**src/rtl/alu_arbiter.sv**
```systemverilog
// Round-robin front end that time-shares one external combinational ALU
// between NUM_REQ requesters and returns tagged results on one response channel.

module alu_arbiter_lane (
  input  logic [2:0]  opcode_i,
  input  logic [7:0]  op1_i,
  input  logic [7:0]  op2_i,
  output logic [18:0] req_o
);
  assign req_o = {opcode_i, op1_i, op2_i};
endmodule

module alu_arbiter #(
  parameter int NUM_REQ = 4,
  parameter int ID_W    = 2
) (
  input  logic                 clk,
  input  logic                 rst_n,
  input  logic [NUM_REQ-1:0]   req_valid,
  output logic [NUM_REQ-1:0]   req_ready,
  input  logic [3*NUM_REQ-1:0] req_opcode,
  input  logic [8*NUM_REQ-1:0] req_op1,
  input  logic [8*NUM_REQ-1:0] req_op2,
  output logic [2:0]           alu_opcode,
  output logic [7:0]           alu_operand1,
  output logic [7:0]           alu_operand2,
  input  logic [7:0]           alu_result,
  output logic                 rsp_valid,
  input  logic                 rsp_ready,
  output logic [ID_W-1:0]      rsp_id,
  output logic [7:0]           rsp_result,
  output logic                 busy
);

  typedef struct packed {
    logic [2:0] opcode;
    logic [7:0] op1;
    logic [7:0] op2;
  } alu_req_t;

  typedef enum logic [1:0] {IDLE, EXEC, RESP} state_t;

  state_t                  state_q, state_d;
  alu_req_t [NUM_REQ-1:0]  lane_req;
  logic [ID_W-1:0]         rr_ptr_q, gnt_idx;
  logic                    gnt_vld, accept;
  logic [2:0]              alu_opcode_q;
  logic [7:0]              alu_op1_q, alu_op2_q, rsp_result_q;
  logic                    rsp_valid_q, busy_q;
  logic [ID_W-1:0]         rsp_id_q;
  logic [ID_W:0]           scan;

  for (genvar i = 0; i < NUM_REQ; i++) begin : g_lane
    alu_arbiter_lane u_lane (
      .opcode_i (req_opcode[3*i +: 3]),
      .op1_i    (req_op1[8*i +: 8]),
      .op2_i    (req_op2[8*i +: 8]),
      .req_o    (lane_req[i])
    );
  end

  // First valid requester at or after rr_ptr, wrapping past NUM_REQ-1.
  always_comb begin
    gnt_vld = 1'b0;
    gnt_idx = '0;
    scan    = '0;
    for (int k = 0; k < NUM_REQ; k++) begin
      scan = {1'b0, rr_ptr_q} + (ID_W+1)'(k);
      if (scan >= (ID_W+1)'(NUM_REQ)) scan = scan - (ID_W+1)'(NUM_REQ);
      if (!gnt_vld && req_valid[scan[ID_W-1:0]]) begin
        gnt_vld = 1'b1;
        gnt_idx = scan[ID_W-1:0];
      end
    end
  end

  assign accept = (state_q == IDLE) && gnt_vld;

  always_ff @(posedge clk or negedge rst_n) begin
    if (!rst_n) state_q <= IDLE;
    else        state_q <= state_d;
  end

  always_comb begin
    state_d = state_q;
    case (state_q)
      IDLE:    if (gnt_vld) state_d = EXEC;
      EXEC:    state_d = RESP;
      RESP:    if (rsp_ready) state_d = IDLE;
      default: state_d = IDLE;
    endcase
  end

  always_comb begin
    req_ready = '0;
    if (accept) req_ready[gnt_idx] = 1'b1;
  end

  always_ff @(posedge clk or negedge rst_n) begin
    if (!rst_n) begin
      rr_ptr_q     <= '0;
      alu_opcode_q <= '0;
      alu_op1_q    <= '0;
      alu_op2_q    <= '0;
      rsp_id_q     <= '0;
      rsp_result_q <= '0;
      rsp_valid_q  <= 1'b0;
      busy_q       <= 1'b0;
    end else begin
      busy_q <= (state_d != IDLE);
      if (accept) begin
        alu_opcode_q <= lane_req[gnt_idx].opcode;
        alu_op1_q    <= lane_req[gnt_idx].op1;
        alu_op2_q    <= lane_req[gnt_idx].op2;
        rsp_id_q     <= gnt_idx;
        rr_ptr_q     <= (gnt_idx == ID_W'(NUM_REQ-1)) ? '0 : gnt_idx + ID_W'(1);
      end
      if (state_q == EXEC) begin
        rsp_result_q <= alu_result;
        rsp_valid_q  <= 1'b1;
      end
      if (state_q == RESP && rsp_ready) rsp_valid_q <= 1'b0;
    end
  end

  assign alu_opcode   = alu_opcode_q;
  assign alu_operand1 = alu_op1_q;
  assign alu_operand2 = alu_op2_q;
  assign rsp_valid    = rsp_valid_q;
  assign rsp_id       = rsp_id_q;
  assign rsp_result   = rsp_result_q;
  assign busy         = busy_q;

endmodule

```
**config.mk**
```make
export PLATFORM = sky130hd
export DESIGN_NAME = alu_arbiter
export DESIGN_NICKNAME = d
export VERILOG_FILES = /design/src/rtl/alu_arbiter.sv
export SDC_FILE = /design/constraint.sdc
export NUM_CORES = 1
export LEC_CHECK = 0
export CAP_MARGIN = 0
export CORE_AREA = 2 2 91 93
export CTS_BUF_LIST = sky130_fd_sc_hd__clkbuf_16
export DETAILED_ROUTE_END_ITERATION = 10
export DIE_AREA = 0 0 93 95
export PLACE_DENSITY = 0.78
export SYNTH_ARGS = -nofsm -noshare
export SYNTH_HDL_FRONTEND = slang
export SYNTH_HIERARCHICAL = 1
export SYNTH_SLANG_ARGS = --single-unit
export TNS_END_PERCENT = 20
```
**constraint.sdc**
```tcl
create_clock -name clk -period 6.45 [get_ports clk]
set_input_delay 1.29 -clock clk [delete_from_list [all_inputs] [get_ports clk]]
set_output_delay 1.29 -clock clk [all_outputs]
set_load 0.005 [all_outputs]
```
==> impl_results.md <==
* CP Capture Type: output pin
* Routed Antenna Nets at 0
* CTS Hold Bufs at 0
* First-pass GRT wire length at 9867 µm
* Synth Cell Area at 2650 µm²
* Drt drc at 0
* Slowest CP cell: clkdlybuf4s50_1
* CTS Root Cell: clkbuf_16
* Critical Path AT at 3.49 ns
* Worst slew margin at 0.3909
* I/O Pins at 126
* # diodes at 0
* Final Max Tran Viols at 0
* Non-Filler Instances at 428
* Crit-path cells: clkdlybuf4s50_1, nand2b_1, a211oi_1, nor2_1, inv_1, ha_1, and2_1, clkdlybuf4s50_1
* Chip height at about 95 µm
* Maximum capacitance violations at 0
* Worst Path Required at 5.16 ns
* Clock transition at the registers of the reported paths at 0.06 ns
* Crit share post-route at 0.7404
* Power Density at 402.9 nW/µm²
* Core ar. at ~7900 µm²
* Die X at 93 µm
* Final wirelength at between 6000 and 7000 µm
* Flop-to-flop setup slack at 3.86 ns
* Worst-margin pin slew at 0.9129 ns
* Critical path fanouts, max at 5
* Filler cell count in the final layout at 761
* P&R area growth vs syn at 35.51%
* Netlist cell types at 35
* Clk buf depth at 2
* Nets at between 400 and 500
* IO buf count at 125
* Clk_lat worst skew at 0.28 ns
* CP top delay family: buffers and inverters
* Max VDD drop at 0.1526 mV
* Initial antenna violation count at 0
* Placer Congestion at 0.7336
* Hold slack final at 0.4785 ns
* Post-synthesis sequential area ratio at 0.3305
* Layout Skew at ~0.0052 ns
* Most common cell after layout, fill and taps aside: clkdlybuf4s50_1
* Depth of the CTS H-tree at 2
* Worst path buffer plus inverter count at 3
* Reg2reg end: alu_operand2[4]
* Outcome: complete, no violations
* Iter 0 DRT Violations at 59
* Setup violators final at 0
* Setup TNS at 0 ns
* Number of synthesized register bits at 35
* Row cnt at 33
* Total track usage at 0.1454
* Kind of critical path: input port to output pin
* Area leader, netlist: dfrtp_1
* Final Critical Period at 4.775 ns
* FMAX at 0.2094 GHz
* Hold path endpoint: rsp_id[1]
* Via count at roughly 2100
* CTS Sinks at 35
* CTS Buf Count at 5
* Share of the synthesized area in the top cell type at 0.3305
* Reg2reg path depth at 7
* TritonCTS clock tree: done
* RSZ-0062 raised after global routing: false
* Post-CTS Repair Setup Buffers at 0
* Starting Density at 0.3343
* Synthesized netlist cell count at around 280
* Synth Area per Inst at 9.567 µm²
* Tot Pwr at 1.447 mW
* CTS-repair resized insts at 0
* Hold_sp: rsp_id[1]
* Hold Crit Class: register to register
* Synthesized Nets at 372
* Grt total ovfl at 0
* Wirelength per Cell at 15.31 µm
* Leak at roughly 1.5 nW
* Largest net degree at the start of global routing at 36
* Critical Path Source Type: input port
* Final Hold Fails at 0
* Ranking of synthesized cells by area: dfrtp_1 33%, buf_4 22%, a221o_1 5.7%
* Placed insts at 420
* Vias in the first global route at roughly 2100
* Leading cell types in the layout, fill and taps excluded: 124 x clkdlybuf4s50_1, 35 x dfrtp_1, 16 x o21ai_0
* Worst r2r src: rr_ptr_q[1]
* Syn. warnings at 6
* Worst Hold Path Cells at 1
* Cell mode on critical path: clkdlybuf4s50_1
* DP Wirelength at approximately 5000 µm
* Share of post-route cells with drive strength above 1 at 0.1238
* Vias per cell at ~4.9
* DIE AREA at 8835 µm²
* Slowest stage delay, CP at 0.49 ns
* Pre-Repair DR Iteration Count at 6
==> worst max path at each step <==
stage | slack (ns) | end | depth (start not counted) | startpoint
after detailed placement | 1.66 | req_ready[1] | 8 | req_valid[3]
final | 1.67 | req_ready[1] | 8 | req_valid[3]
after CTS | 1.66 | req_ready[1] | 8 | req_valid[3]
after floorplan | 2.80 | req_ready[2] | 7 | req_valid[2]
after global placement | 1.75 | req_ready[2] | 8 | req_valid[2]
after global routing | 1.50 | req_ready[1] | 8 | req_valid[3]
==> power by group <==
group          total, mW  internal, mW  switching [mW]  leakage [nW]
sequential         0.403         0.332          0.0705         0.419
clock              0.271         0.180          0.0912        0.0812
combinational      0.772         0.445           0.327         0.978
total               1.45         0.958           0.489          1.48
==> state kept, by name, summed over array words and instances, names as in the netlist <==
register and count:
rr_ptr_q 2, state_q 2, rsp_valid 1, rsp_result 8
busy 1, alu_operand2 8, alu_opcode 3, rsp_id 2
alu_operand1 8
==> metal layers <==
| layer | track usage | wire, µm |
|---|---|---|
| met5 | 0 | 0 |
| met4 | 0.05147 | 58 |
| met3 | 0.04070 | 498 |
| met2 | 0.2579 | 3248 |
| met1 | 0.1682 | 2747 |
==> cell type report <==
class | count | area, µm² | share of cell area
tap | 105 | 131.4 | 0.03659
sequential | 35 | 875.8 | 0.2439
multi-input combinational | 146 | 1121 | 0.3122
clock inverter | 3 | 38.79 | 0.01080
timing repair buffer | 130 | 1284 | 0.3575
clock buffer | 5 | 125.1 | 0.03484
inverter | 4 | 15.01 | 0.004181
==> through the flow <==
step                      instance area, µm²  setup WS (ns)    util
after CTS                               3591          1.659  0.4530
final                                   3591          1.675  0.4530
after floorplan                         2650          2.803       -
after global routing                    3591          1.501  0.4530
after global placement                  3427          1.750  0.4323
after detailed placement                3427          1.658  0.4323
==> cell families after synthesis <==
group	Yosys count	synth area share
buffers and inverters	96	0.2507
AOI/OAI and AO/OA	68	0.1808
and+or+nand+nor	46	0.08829
DFF	35	0.3305
muxes	28	0.1308
adders and majority gates	4	0.01889
==> worst reg2reg max path, delay by kind of cell (launching register included) <==
kind | cells | cell delay (ns)
AOI/OAI and AO/OA | 2 | 0.92
muxes | 1 | 0.39
and+or+nand+nor | 2 | 0.25
buffers and inverters | 2 | 0.46
DFF | 1 | 0.45
==> synthesized netlist by cell type <==
| cell | count |
|---|---|
| a211oi_1 | 9 |
| o31ai_1 | 1 |
| buf_2 | 3 |
| o21a_1 | 1 |
| o21ai_1 | 1 |
| mux2_1 | 1 |
| dfrtp_1 | 35 |
| mux2i_1 | 5 |
| nor2_4 | 1 |
| nand2_1 | 6 |
| inv_1 | 3 |
| mux2_4 | 10 |
| ha_1 | 4 |
| and3_1 | 4 |
| a2bb2oi_1 | 1 |
| a21boi_0 | 3 |
| buf_4 | 76 |
| a221o_1 | 15 |
| nor2_1 | 10 |
| nand2b_1 | 3 |
| nand3_1 | 15 |
| inv_2 | 1 |
| a21oi_1 | 15 |
| nor3_1 | 1 |
| buf_6 | 2 |
| o21ai_0 | 16 |
| a21o_1 | 3 |
| o2bb2ai_2 | 1 |
| clkbuf_1 | 11 |
| nor2b_1 | 1 |
| nor3b_1 | 1 |
| o221ai_1 | 1 |
| and2_1 | 4 |
| mux2_2 | 12 |
| a211o_1 | 1 |
Power figures use the tool's default switching activity.
